==> src/rtl/atm_session_ctrl.sv <==
// ATM session sequencer: PIN gating with retry lockout, menu arbitration,
// paced bill dispensing against an owned balance register, and idle timeout.
module atm_session_ctrl #(
  parameter int unsigned BAL_W     = 3,
  parameter int unsigned BAL_INIT  = 7,
  parameter logic [3:0]  PIN_CODE  = 4'b1001,
  parameter int unsigned MAX_TRIES = 3,
  parameter int unsigned TIMEOUT   = 255,
  parameter int unsigned GAP       = 2,
  parameter int unsigned QUERY_CYC = 4
) (
  input  logic             clock,
  input  logic             reset,
  input  logic             card_in,
  input  logic             pin_valid,
  input  logic [3:0]       pin,
  input  logic             wd_req,
  input  logic [BAL_W-1:0] wd_amt,
  input  logic             query_req,
  input  logic             logout,
  output logic             dispense,
  output logic [BAL_W-1:0] balance,
  output logic [2:0]       state,
  output logic             logged_in,
  output logic             show_balance,
  output logic             locked,
  output logic             pin_bad,
  output logic             wd_reject,
  output logic [1:0]       tries_left
);

  typedef enum logic [2:0] {
    StIdle  = 3'd0,
    StPin   = 3'd1,
    StMenu  = 3'd2,
    StDisp  = 3'd3,
    StGap   = 3'd4,
    StQuery = 3'd5,
    StLock  = 3'd6
  } state_e;

  localparam logic [BAL_W-1:0] BalInit     = BAL_W'(BAL_INIT);
  localparam logic [BAL_W-1:0] BalOne      = BAL_W'(1);
  localparam logic [1:0]       TriesInit   = 2'(MAX_TRIES);
  localparam logic [7:0]       TimeoutLast = 8'(TIMEOUT - 1);
  localparam logic [7:0]       GapLast     = 8'(GAP - 1);
  localparam logic [7:0]       QueryLast   = 8'(QUERY_CYC - 1);

  state_e           state_q, state_d;
  logic [BAL_W-1:0] balance_q, balance_d;
  logic [BAL_W-1:0] remaining_q, remaining_d;
  logic [1:0]       tries_q, tries_d;
  logic [7:0]       cnt_q, cnt_d;
  logic             pin_bad_q, pin_bad_d;
  logic             wd_reject_q, wd_reject_d;
  logic             cnt_clr;

  // Next-state, balance/tries bookkeeping and one-cycle status pulses.
  always_comb begin
    state_d     = state_q;
    balance_d   = balance_q;
    remaining_d = remaining_q;
    tries_d     = tries_q;
    pin_bad_d   = 1'b0;
    wd_reject_d = 1'b0;
    cnt_clr     = 1'b0;
    unique case (state_q)
      StIdle: begin
        if (card_in) state_d = StPin;
      end
      StPin: begin
        if (!card_in) begin
          state_d = StIdle;
        end else if (pin_valid) begin
          cnt_clr = 1'b1;
          if (pin == PIN_CODE) begin
            state_d = StMenu;
            tries_d = TriesInit;
          end else begin
            pin_bad_d = 1'b1;
            tries_d   = tries_q - 2'd1;
            if (tries_q <= 2'd1) state_d = StLock;
          end
        end else if (cnt_q == TimeoutLast) begin
          state_d = StIdle;
        end
      end
      StMenu: begin
        if (!card_in || logout) begin
          state_d = StIdle;
        end else if (wd_req) begin
          cnt_clr = 1'b1;
          // Zero or overdrawing amounts are refused here, so DISP never underflows.
          if (wd_amt == '0 || wd_amt > balance_q) begin
            wd_reject_d = 1'b1;
          end else begin
            remaining_d = wd_amt;
            state_d     = StDisp;
          end
        end else if (query_req) begin
          state_d = StQuery;
        end else if (cnt_q == TimeoutLast) begin
          state_d = StIdle;
        end
      end
      StDisp: begin
        balance_d   = balance_q - BalOne;
        remaining_d = remaining_q - BalOne;
        if (remaining_q == BalOne) state_d = card_in ? StMenu : StIdle;
        else                       state_d = StGap;
      end
      StGap: begin
        if (cnt_q == GapLast) state_d = StDisp;
      end
      StQuery: begin
        if (!card_in)                state_d = StIdle;
        else if (cnt_q == QueryLast) state_d = StMenu;
      end
      StLock: begin
        state_d = StLock;
      end
      default: begin
        state_d = StIdle;
      end
    endcase
  end

  // Shared cycle counter: idle timer in PIN/MENU, pacing in GAP/QUERY.
  always_comb begin
    cnt_d = '0;
    if (!cnt_clr && state_d == state_q &&
        (state_q == StPin || state_q == StMenu || state_q == StGap || state_q == StQuery)) begin
      cnt_d = cnt_q + 8'd1;
    end
  end

  // State and datapath registers with asynchronous active-low reset.
  always_ff @(posedge clock or negedge reset) begin
    if (!reset) begin
      state_q     <= StIdle;
      balance_q   <= BalInit;
      remaining_q <= '0;
      tries_q     <= TriesInit;
      cnt_q       <= '0;
      pin_bad_q   <= 1'b0;
      wd_reject_q <= 1'b0;
    end else begin
      state_q     <= state_d;
      balance_q   <= balance_d;
      remaining_q <= remaining_d;
      tries_q     <= tries_d;
      cnt_q       <= cnt_d;
      pin_bad_q   <= pin_bad_d;
      wd_reject_q <= wd_reject_d;
    end
  end

  // Moore decode of the state plus registered pulses.
  always_comb begin
    state        = state_q;
    dispense     = (state_q == StDisp);
    logged_in    = (state_q == StMenu) || (state_q == StDisp) ||
                   (state_q == StGap)  || (state_q == StQuery);
    show_balance = (state_q == StQuery);
    locked       = (state_q == StLock);
    balance      = balance_q;
    tries_left   = tries_q;
    pin_bad      = pin_bad_q;
    wd_reject    = wd_reject_q;
  end

endmodule

==> config.mk <==
export PLATFORM = sky130hd
export DESIGN_NAME = atm_session_ctrl
export DESIGN_NICKNAME = d
export VERILOG_FILES = /design/src/rtl/atm_session_ctrl.sv
export SDC_FILE = /design/constraint.sdc
export NUM_CORES = 1
export LEC_CHECK = 0
export ABC_CLOCK_PERIOD_IN_PS = 5260
export BUFFER_PORTS_ARGS = -buffer_cell sky130_fd_sc_hd__buf_2
export CAP_MARGIN = 10
export CORE_AREA = 8 8 77 79
export CTS_BUF_LIST = sky130_fd_sc_hd__clkbuf_2 sky130_fd_sc_hd__clkbuf_4 sky130_fd_sc_hd__clkbuf_8
export DETAILED_ROUTE_END_ITERATION = 8
export DIE_AREA = 0 0 85 87
export PLACE_DENSITY = 0.44
export SLEW_MARGIN = 25
export SYNTH_ARGS = -nofsm -noshare
export SYNTH_HDL_FRONTEND = slang
export SYNTH_SLANG_ARGS = --single-unit
==> constraint.sdc <==
create_clock -name clock -period 5.26 [get_ports clock]
set_clock_uncertainty 0.1 [all_clocks]
set_input_delay 0.526 -clock clock [delete_from_list [all_inputs] [get_ports clock]]
set_output_delay 0.526 -clock clock [all_outputs]
set_load 0.02 [all_outputs]
==> metrics.txt <==
CTS tree=built; Tmin final=between 2 and 2.5 ns; Die Span Y=87 µm; WL/cell=about 14 µm; Fin Setup TNS=0 ns; CTS Buf Count=3; CP Launch Type=flop; Setup WS post-layout=a little under 3 ns; commonest non-fill, non-tap cell in the layout=buf_2; RD Place Congestion=0.813; largest area contributor in the netlist=dfrtp_1; Power Total=0.730 mW; port buffer count=27; power density over cell area=approximately 450 nW/µm²; core area=between 4000 and 5000 µm²; Required @ worst endpoint=4.63 ns; final worst-path cycle share=43.8%; Mapped Cells=148; maximum fanout along the worst path=12; crit-path cells=nor2b_1 -> nand2_1 -> clkinv_1 -> buf_2; met2 WL=1530 µm; Inst Count DP=about 230; first-pass GRT wire length=5570 µm; area post-placement=1570 µm²; Initial DRC Count=53; Crit Path Category=flop to primary output; Area Growth Syn to Fin=17.0%; Hold-fix buffers, CTS=0; footprint of the multi-input gates=a little under 800 µm²; CTS clock-pin slew for the worst setup and hold paths=about 0.08 ns; post-route cell area=about 1600 µm²; Max Cap Viol=0; Max H-tree Level=1; dpl ws=approximately 3.2 ns; initial antenna violation count=0; Critical Path AT=about 1.7 ns; layout cells sized above 1=27.4%; # rows=26; Hold Crit Class=input port to async pin; largest net degree at the start of global routing=22; n_diodes=0; Post-synth ARST share=100%; initial core utilization=around 28%; R2R setup slack=3.15 ns; worst r2r src=cnt_q[2]; post-route antenna net violation count=0; Final Slew Violations=0; Worst setup startpoint=state[0]; Metal-1 WL=1550 µm; Synth Cell Area=~1400 µm²; Root Buffer=clkbuf_8; Final Hold Viols=0; worst reg2reg path endpoint=cnt_q[3]; CTS Buffer Depth=2; sequential area share after synthesis=between 30% and 40%; Synth Warn #=0; Layout Cells excl Fill=between 200 and 250; VDD IR-drop max=roughly 120 µV; pin slew with the least headroom to its limit=between 0.5 and 0.6 ns; die width=approximately 85 µm; Final #Nets=around 200; postcts setup bufs=0; register area=~530 µm²; crit-path max cell delay=about 0.53 ns; Total Routing Usage GR=under 10%; WL final=~3200 µm; EDFF count, synth=0; Core Util, Final=between 30% and 40%; CTS sink cnt=21; relative slew slack=a little over three fifths; gr ovfl total=0; highest routing layer actually used=met4; vias in the first global route=approximately 1,200; final setup fails=0; Routed met3 length=about 130 µm; full die area=7400 µm²; router iterations before antenna repair=4; Fmax=around 0.43 GHz; status=finished, final reports clean; CP endpoint kind=primary output; top post-synthesis cells by area=dfrtp_1 (29%), dfstp_2 (9.5%), ha_1 (8.2%); Pleak=between 0.7 and 0.8 nW; Critical-path top delay cell=dfrtp_1; Mapped Nets=roughly 170; syn_area_per_cell=about 9.3 µm²; post-CTS sizing=0; Top Ports=28; Worst Reg-to-Reg Cells=5; Netlist cell types=between 40 and 50; Worst-Skew Late Latency=between 0.2 and 0.3 ns; WHS=about 0.11 ns; FF+latch count, synth=21; fill cell count=around 520; DRC errors left=0; most frequent cells in the layout=buf_2 (27), dfrtp_1 (16), inv_1 (14), nor2_1 (13), nand3_1 (12); hpwl dp=2580 µm; RSZ-0062 raised after global routing=false; Top FF cell, synth=dfrtp_1; Worst Setup EP=dispense; DR vias=approximately 1,100; Vias/cell=between 4 and 5; share of the synthesized area in the top cell type=around 29%
==> state kept, by name (all words and copies together) (netlist names) <==
signal,flops
cnt_q,8
wd_reject,1
state,3
tries_left,2
pin_bad,1
remaining_q,3
balance,3
==> worst max-delay path, delay by kind of cell, from the launching register on <==
family | cells | cell delay (ns)
AND/OR/NAND/NOR | 2 | 0.40
buffers and inverters | 2 | 0.49
flip-flops | 1 | 0.53
==> kinds of logic (layout without fill, tap and decap cells) <==
group           count (synthesis)  in the layout  synth area share (%)
mux                             1              1                 0.816
buf+inv                        19             46                  5.53
flops                          21             21                  38.5
simple gates                   56             56                  22.8
fa+ha+maj                       9              9                  8.16
compound gates                 34             34                  19.0
xor+xnor                        8              8                  5.08
==> area by class of cell <==
class                   instances  area share [%]
flip-flops and latches         21            32.9
well taps                      56            4.34
repair buffers                 27            8.37
inverters                      15            3.49
clock buffers                   4            3.02
multi-input cells             108            47.8
==> Yosys cell counts, types with 2 or more instances <==
library cell  instances
a211oi_1              2
a21boi_0              2
a21oi_1               8
a31oi_1               3
and3_1                3
buf_2                 4
dfrtp_1              16
dfstp_2               5
ha_1                  9
inv_1                14
nand2_1              10
nand3_1              12
nor2_1               13
nor2b_1               4
nor3_1                2
o21ai_0               6
o31ai_1               2
or3_1                 2
xnor2_1               3
xor2_1                5
==> worst min-delay path by stage <==
stage / slack, ns / cells after the start / end / start
floorplan: 0.13 / 0 / cnt_q[0] / reset
global placement: 0.39 / 1 / balance[2] / balance[2]
detailed placement: 0.39 / 2 / balance[1] / balance[1]
CTS: 0.14 / 1 / cnt_q[1] / reset
global route: 0.15 / 1 / cnt_q[4] / reset
finish: 0.11 / 1 / cnt_q[4] / reset
==> where the power goes <==
| group | internal [mW] | switching [mW] | leakage (nW) | total [mW] |
|---|---|---|---|---|
| sequential | 0.222 | 0.0688 | 0.266 | 0.290 |
| clock | 0.0592 | 0.0526 | 0.0262 | 0.112 |
| combinational | 0.136 | 0.192 | 0.427 | 0.328 |
==> layer usage <==
metal,vias up,global-route usage [%]
li1,582,-
met1,528,11.4
met2,20,15.3
met3,4,2.45
met4,0,2.91
met5,-,0
Note: power is estimated with default switching activity, not from simulation.
